`src/rtl/uart_pkg.sv`:
```
`default_nettype none
// ============================================================================
// Module  : uart_pkg
// Purpose : Shared definitions for the UART transmitter slice: FSM state
//           encoding, the 16x oversample constant, default frame/baud
//           parameters and a counter-width helper.
// Ports   : none (package)
// Revision: 1.0 - initial release
// ============================================================================
package uart_pkg;

    typedef enum logic [1:0] {
        IDLE  = 2'b00,
        START = 2'b01,
        DATA  = 2'b10,
        STOP  = 2'b11
    } uart_state_t;

    // Oversample ticks per data/start bit.
    localparam int OVS = 16;

    localparam int DEFAULT_DBIT    = 8;
    localparam int DEFAULT_SB_TICK = 16;
    localparam int DEFAULT_DVSR    = 163;
    localparam int DEFAULT_DVSR_W  = 8;

    // Bits needed to hold a count of 0..max_count-1; never less than one bit.
    function automatic int cnt_width(input int max_count);
        return (max_count > 1) ? $clog2(max_count) : 1;
    endfunction

endpackage
`default_nettype wire

```
`src/rtl/uart_tx_baud_gen.sv`:
```
`default_nettype none
// ============================================================================
// Module  : baud_gen
// Purpose : Oversample tick generator. Counts 0..DVSR-1 and asserts tick for
//           one cycle when the count reaches DVSR-1.
// Ports   : clk   - clock, rising edge
//           reset - synchronous, active-low
//           clr   - synchronous clear, restarts the count at zero
//           tick  - one-cycle oversample strobe
// Revision: 1.0 - initial release
// ============================================================================
module baud_gen
    import uart_pkg::*;
#(
    parameter int DVSR   = DEFAULT_DVSR,
    parameter int DVSR_W = DEFAULT_DVSR_W
) (
    input  logic clk,
    input  logic reset,
    input  logic clr,
    output logic tick
);

    localparam logic [DVSR_W-1:0] C_LAST = DVSR_W'(DVSR - 1);

    logic [DVSR_W-1:0] r_cnt;

    assign tick = (r_cnt == C_LAST);

    // Clearing while the transmitter idles puts the first tick exactly DVSR
    // cycles after the frame starts, so the start bit has full length.
    always_ff @(posedge clk) begin
        if (!reset || clr || tick) begin
            r_cnt <= '0;
        end else begin
            r_cnt <= r_cnt + DVSR_W'(1);
        end
    end

endmodule
`default_nettype wire

```
`src/rtl/uart_tx.sv`:
```
`default_nettype none
// ============================================================================
// Module  : uart_tx
// Purpose : UART transmitter draining an 8-bit FIFO read port. Sends start
//           bit, DBIT data bits LSB first and a SB_TICK-tick stop bit, with
//           back-to-back frames when more words are waiting.
// Ports   : clk          - clock, rising edge
//           reset        - synchronous, active-low
//           empty        - FIFO empty flag
//           r_data       - FIFO head word (valid while empty == 0)
//           rd           - FIFO pop strobe (combinational)
//           tx           - serial line, registered, idle high
//           tx_busy      - high whenever not IDLE
//           tx_done_tick - one-cycle pulse on the final stop-bit tick
// Revision: 1.0 - initial release
// ============================================================================
module uart_tx
    import uart_pkg::*;
#(
    parameter int DBIT    = DEFAULT_DBIT,
    parameter int SB_TICK = DEFAULT_SB_TICK,
    parameter int DVSR    = DEFAULT_DVSR,
    parameter int DVSR_W  = DEFAULT_DVSR_W
) (
    input  logic            clk,
    input  logic            reset,
    input  logic            empty,
    input  logic [DBIT-1:0] r_data,
    output logic            rd,
    output logic            tx,
    output logic            tx_busy,
    output logic            tx_done_tick
);

    // The tick counter must cover both the 16-tick bit and the stop length.
    localparam int S_W = cnt_width((SB_TICK > OVS) ? SB_TICK : OVS);
    localparam int N_W = cnt_width(DBIT);

    localparam logic [S_W-1:0] C_S_BIT_LAST  = S_W'(OVS - 1);
    localparam logic [S_W-1:0] C_S_STOP_LAST = S_W'(SB_TICK - 1);
    localparam logic [N_W-1:0] C_N_LAST      = N_W'(DBIT - 1);

    uart_state_t     r_state;
    uart_state_t     w_state_next;
    logic [S_W-1:0]  r_s;
    logic [S_W-1:0]  w_s_next;
    logic [N_W-1:0]  r_n;
    logic [N_W-1:0]  w_n_next;
    logic [DBIT-1:0] r_b;
    logic [DBIT-1:0] w_b_next;
    logic            r_tx;
    logic            w_tx_next;
    logic            w_tick;
    logic            w_load;
    logic            w_stop_last;

    baud_gen #(
        .DVSR   (DVSR),
        .DVSR_W (DVSR_W)
    ) u_baud_gen (
        .clk   (clk),
        .reset (reset),
        .clr   (r_state == IDLE),
        .tick  (w_tick)
    );

    always_comb begin
        w_state_next = r_state;
        w_s_next     = r_s;
        w_n_next     = r_n;
        w_b_next     = r_b;
        w_load       = 1'b0;
        w_stop_last  = 1'b0;
        w_tx_next    = 1'b1;

        case (r_state)
            IDLE: begin
                if (!empty) begin
                    w_load = 1'b1;
                end
            end
            START: begin
                if (w_tick) begin
                    if (r_s == C_S_BIT_LAST) begin
                        w_s_next     = '0;
                        w_state_next = DATA;
                    end else begin
                        w_s_next = r_s + S_W'(1);
                    end
                end
            end
            DATA: begin
                if (w_tick) begin
                    if (r_s == C_S_BIT_LAST) begin
                        w_s_next = '0;
                        w_b_next = r_b >> 1;
                        if (r_n == C_N_LAST) begin
                            w_n_next     = '0;
                            w_state_next = STOP;
                        end else begin
                            w_n_next = r_n + N_W'(1);
                        end
                    end else begin
                        w_s_next = r_s + S_W'(1);
                    end
                end
            end
            STOP: begin
                if (w_tick) begin
                    if (r_s == C_S_STOP_LAST) begin
                        w_stop_last = 1'b1;
                        w_s_next    = '0;
                        // A waiting word chains straight into its start bit.
                        if (!empty) begin
                            w_load = 1'b1;
                        end else begin
                            w_state_next = IDLE;
                        end
                    end else begin
                        w_s_next = r_s + S_W'(1);
                    end
                end
            end
            default: begin
                w_state_next = IDLE;
            end
        endcase

        if (w_load) begin
            w_state_next = START;
            w_s_next     = '0;
            w_n_next     = '0;
            w_b_next     = r_data;
        end

        // The line level follows the state being entered so tx changes on the
        // same edge as the state, one edge after the pop.
        case (w_state_next)
            START:   w_tx_next = 1'b0;
            DATA:    w_tx_next = w_b_next[0];
            default: w_tx_next = 1'b1;
        endcase
    end

    always_ff @(posedge clk) begin
        if (!reset) begin
            r_state <= IDLE;
            r_s     <= '0;
            r_n     <= '0;
            r_b     <= '0;
            r_tx    <= 1'b1;
        end else begin
            r_state <= w_state_next;
            r_s     <= w_s_next;
            r_n     <= w_n_next;
            r_b     <= w_b_next;
            r_tx    <= w_tx_next;
        end
    end

    // Strobes are masked during reset so the FIFO never loses a word that
    // the transmitter is about to discard.
    assign rd           = w_load & reset;
    assign tx_done_tick = w_stop_last & reset;
    assign tx           = r_tx;
    assign tx_busy      = (r_state != IDLE);

endmodule
`default_nettype wire
```
`config.mk`:
```
export PLATFORM = sky130hd
export DESIGN_NAME = uart_tx
export DESIGN_NICKNAME = d
export VERILOG_FILES = /design/src/rtl/uart_pkg.sv /design/src/rtl/uart_tx_baud_gen.sv /design/src/rtl/uart_tx.sv
export SDC_FILE = /design/constraint.sdc
export NUM_CORES = 1
export LEC_CHECK = 0
export BUFFER_PORTS_ARGS = -buffer_cell sky130_fd_sc_hd__buf_2
export CORE_ASPECT_RATIO = 0.7
export CORE_UTILIZATION = 50
export CTS_CLUSTER_DIAMETER = 30
export CTS_CLUSTER_SIZE = 24
export DETAILED_ROUTE_END_ITERATION = 8
export PLACE_DENSITY_LB_ADDON = 0.05
export SETUP_SLACK_MARGIN = 0.5
export SLEW_MARGIN = 10
export SYNTH_ARGS = -nofsm -noshare
export SYNTH_HDL_FRONTEND = slang
export SYNTH_SLANG_ARGS = --single-unit
```
`constraint.sdc`:
```
create_clock -name clk -period 2.3 [get_ports clk]
set_input_delay 0.345 -clock clk [delete_from_list [all_inputs] [get_ports clk]]
set_output_delay 0.345 -clock clk [all_outputs]
set_load 0.02 [all_outputs]
```
Word-level counts from Yosys, hierarchy flattened
Cells that the tools add are included.
{"block": "word_totals", "n_memories": 0, "ramBits": 0, "latchBits": 0, "word_cells": 58, "romBits": 0, "inputBits": 11, "regBits": 26}
{"block": "classes", "bitwise": 3, "shifts": 0, "order_cmp": 0, "n_addsub": 3, "n_eq_ne": 8, "n_reduce_logical": 13, "n_mux": 24, "n_mul": 0, "div": 0}
{"cell": "$mux 8", "count": 4}
{"cell": "$mux 2", "count": 9}
{"cell": "$add 8x1->8 const B", "count": 1}
{"cell": "$eq 8x8->1 const B", "count": 1}
{"cell": "$reduce_bool 2->1", "count": 4}
{"cell": "$eq 2x2->1 const B", "count": 3}
{"cell": "$mux 1", "count": 6}
{"cell": "$pmux 2 s3", "count": 1}
{"cell": "$reduce_and 3->1", "count": 2}
{"cell": "$add 4x1->4 const B", "count": 1}
{"cell": "$eq 2x1->1 const B", "count": 2}
{"cell": "$eq 4x4->1 const B", "count": 1}
{"cell": "$mux 4", "count": 1}
{"cell": "$pmux 1 s2", "count": 2}
{"cell": "$add 3x1->3 const B", "count": 1}
{"cell": "$eq 3x3->1 const B", "count": 1}
{"cell": "$mux 3", "count": 1}
{"cell": "$reduce_or 3->1", "count": 1}
{"cell": "$and 1x1->1", "count": 2}
{"cell": "$logic_not 2->1", "count": 1}
{"cell": "$logic_or 1x1->1", "count": 2}
{"cell": "$reduce_and 2->1", "count": 1}
{"cell": "$reduce_or 2->1", "count": 1}
{"cell": "$logic_not 1->1", "count": 1}
{"cell": "$not 1->1", "count": 1}

Logic depth before layout (Yosys ltp)
{"block": "logic_depth", "ltp_word": 8, "mapped_depth": 8, "ltp_nobuf": 7}

Hierarchy
From an unflattened synthesis, not the netlist that was laid out.
{"block": "hier_totals", "cells_unflattened": 154, "hier_area_um2": 1346.3}
{"mod": "uart_tx", "instances": 1, "cells_per_inst": 113, "area_per_inst_um2": 947.2}
{"mod": "baud_gen", "instances": 1, "cells_per_inst": 41, "area_per_inst_um2": 399.1}

Least setup slack after synthesis
Ideal clock, no wire load.
{"block": "synth_timing", "path_type": "reg2out", "startpoint": "register u_baud_gen.r_cnt[3]", "endpoint": "output port rd", "path_stages_with_launch": 7, "arrival_ns": 1.599, "slack_ns": 0.356, "cell_sequence": "dfxtp_1 -> or3_1 -> buf_6 -> nor3_2 -> o21ai_2 -> buf_2 -> nor2_1"}
{"block": "synth_via", "elab_chain_len": 4}
{"item": "start, declared", "line_no": "uart_tx_baud_gen.sv:26", "rtl": "logic [DVSR_W-1:0] r_cnt;"}
{"item": "start signal, assigned", "line_no": "uart_tx_baud_gen.sv:36", "rtl": "r_cnt <= r_cnt + DVSR_W'(1);"}
{"item": "$eq 8x8->1", "line_no": "uart_tx_baud_gen.sv:28", "rtl": "assign tick = (r_cnt == C_LAST);"}
{"item": "$mux 1", "line_no": "uart_tx.sv:109", "rtl": "if (w_tick) begin"}
{"item": "$pmux 1 s2", "line_no": "uart_tx.sv:76", "rtl": "case (r_state)"}
{"item": "$and 1x1->1", "line_no": "uart_tx.sv:163", "rtl": "assign rd = w_load & reset;"}
{"item": "end, declared", "line_no": "uart_tx.sv:29", "rtl": "output logic rd,"}
No other way between the ends.

Worst setup path in the final report
{"block": "layout_timing", "startpoint": "register u_baud_gen.r_cnt[2]", "endpoint": "output port tx_done_tick"}
{"block": "layout_via", "elab_chain_len": 4}
{"item": "$eq 8x8->1", "line_no": "uart_tx_baud_gen.sv:28"}
{"item": "$mux 1", "line_no": "uart_tx.sv:109"}
{"item": "$mux 1", "line_no": "uart_tx.sv:76"}
{"item": "$and 1x1->1", "line_no": "uart_tx.sv:164", "rtl": "assign tx_done_tick = w_stop_last & reset;"}
{"item": "end, declared", "line_no": "uart_tx.sv:32", "rtl": "output logic tx_done_tick"}
No other way between the ends.

==> metrics.yaml <==
status: "completed"
grt.total_usage_pct: 22.4
finalClockSkew_ns: 0.00892
yosysSeqAreaShare_pct: 37.9
numPortBuffers: 14
core_area_um2: 2530
endpoint: "tx_done_tick"
hpwl_um: 1920
whs_ns: 0.288
path_clk_slew_ns: 0.09
io_pins: 15
synth_fp_nets: 167
yosysWarnings: 0
synth_area_leader_cell: "dfxtp_1"
drtIter0Drc: 73
worstMarginPinSlew_ns: 0.450
first_global_vias: 1058
startpoint: "u_baud_gen.r_cnt[2]"
peakVddDrop_mv: 0.527
dieArea_um2: 2970
final_antenna_net_count: 0
firstDrtPassIters: 4
ff2ff_setup_slack_ns: 0.40
clock_latency_ns: 0.28
wl_per_cell_um: 14.3
pwr_density_cell_nw_per_um2: 599
crit_fanout: 4
fin_nets: 201
reg2reg_depth: 6
crit_chain: "or3_4 -> buf_4 -> nor4_4 -> buf_4"
antenna_found_initial: 0
cts_tree: "done"
worstSetupEndpointType: "output port"
vias_per_cell: 5.42
area.growth.synth_to_final_pct: 35.7
remaining_drc_errors: 0
rr_endpoint: "tx"
antenna_cells: 0
netlist_instances: 147
drv_cap: 0
rsz0062_at_grt: "yes"
cp.arrival_ns: 1.59
cts.sinks: 26
rows: 15
cp_common_cell: "buf_4"
synth_area_leaders: "dfxtp_1 (38%), mux2i_1 (9.5%), ha_1 (8.2%)"
netlist-cell-type-count: 37
drive_gt1_share_pct: 42.2
htreeDepth: 1
slew_viol_final: 0
async_reset_ff_share_pct: 0
fin_crit_sh_pct: 84.3
clk_path_buf_depth: 2
syn_area_um2: 1380
ys_ff_latch: 26
p_leak_nw: 0.764
die_w_um: 64.7
die_h_um: 45.9
synth_flop_cell: "dfxtp_1"
hold_path_class: "input port to register"
relSlewSlack_pct: 70.0
cts_hold_buf: 0
synth_edf_count: 0
setup_viol: 0
worstPathRequired_ns: 1.96
grt_first_pass_wirelength_um: 4950
cts_buffers: 3
gp_congestion: 0.865
cts_root_buf: "clkbuf_8"
grt_overflow_total: 0
synth_top_area_share_pct: 37.9
critPathKind: "register to output port"
critPathLaunchType: "register"
min-delay-start: "reset"
syn_avg_cell_area_um2: 9.35
worst_path_max_delay_cell: "or3_4"
final_hold_viol_count: 0
timing.fmax_mhz: 516
drt_wl_total_um: 3050
worstHoldPathCells: 2
vias: 1160
start_util_pct: 54.3
grt_start_max_net_pins: 16
cp_slowest_stage_delay_ns: 0.41
r2r_start: "u_baud_gen.r_cnt[2]"
period_minus_slack_ns: 1.94
final.setup.tns_ns: 0
## sequential cells by signal (all words and copies together), names as in the netlist
signal            flops
r_n                   3
u_baud_gen.r_cnt      8
r_b                   8
r_state               2
r_s                   4
tx                    1
## final cells by class
| type | count | area (um^2) |
|---|---|---|
| multi-input cells | 109 | 932 |
| fillers | 182 | 668 |
| flip-flops and latches | 26 | 543 |
| repair buffers | 34 | 248 |
| well taps | 34 | 42.5 |
| clock buffers | 3 | 41.3 |
| clock inverters | 1 | 30.0 |
| inverters | 7 | 28.8 |
## synth_stat cells (3+ instances only)
| library cell | number |
|---|---|
| ha_1 | 9 |
| and3_1 | 3 |
| nor2_1 | 30 |
| mux2i_1 | 13 |
| o21ai_0 | 3 |
| dfxtp_1 | 26 |
| a211oi_1 | 6 |
| nand4_1 | 3 |
| xor2_1 | 6 |
| or3_1 | 3 |
| nand3_1 | 7 |
| inv_1 | 7 |
## worst max-delay path, delay by kind of cell, from the launching register on
family,cells,cell delay (ns)
buf+inv,2,0.35
simple gates,2,0.64
flops,1,0.33
## worst min-delay path by stage
stage	slack, ns	end
final	0.29	tx
after global routing	0.29	tx
after CTS	0.27	tx
after detailed placement	0.48	u_baud_gen.r_cnt[0]
after global placement	0.47	u_baud_gen.r_cnt[0]
after floorplan	0.41	tx
## layout by cell type (no fill, tap or decap), types with 5 or more instances in the layout
master / synthesis / layout
buf_2: 1 / 12
nor2_1: 30 / 24
buf_6: 2 / 6
xor2_1: 6 / 6
mux2i_1: 13 / 12
dfxtp_1: 26 / 18
nand3_1: 7 / 7
inv_1: 7 / 5
dfxtp_4: 0 / 5
nor2_2: 0 / 6
buf_4: 0 / 16
## per-layer routing
metal  track usage [%]  up-vias  wire length, um
met1              30.1      543             1490
met2              36.8       25             1460
met3              6.00        4               92
met4              4.00        0               16
li1                  -      588                -
met5                 0        -                0
## stage by stage
stage	utilization [%]	setup WS (ns)	total power, mW	cell area [um^2]	instances
detailed placement	58.4	0.394	0.690	1480	192
global route	73.6	0.303	1.17	1870	214
global placement	58.4	0.424	0.682	1480	192
CTS	68.7	0.381	1.10	1740	206
finish	73.6	0.360	1.12	1870	214
floorplan	-	0.446	0.640	1390	147
## report_power, final
part / switching, mW / internal, mW / total, mW
sequential: 0.0219 / 0.480 / 0.502
clock: 0.147 / 0.233 / 0.380
combinational: 0.136 / 0.0995 / 0.235
total: 0.305 / 0.813 / 1.12
## logic make-up after synthesis
| kind of cell | Yosys count | synth area share, % |
|---|---|---|
| muxes | 13 | 9.46 |
| and+or+nand+nor | 60 | 24.3 |
| xor gates and xnor gates | 7 | 4.46 |
| AOI/OAI and AO/OA | 20 | 11.3 |
| DFF | 26 | 37.9 |
| adders and majority gates | 9 | 8.19 |
| buffers and inverters | 12 | 4.46 |
## repair_timing
item / 4_1_cts / 5_1_grt
buffers inserted: 10 / 7
setup endpoints to repair: 11 / 14
resized for setup: 30 / 20
pin swaps: 7 / 10
cloned: 0 / 1
(Power assumes the default switching activity.)
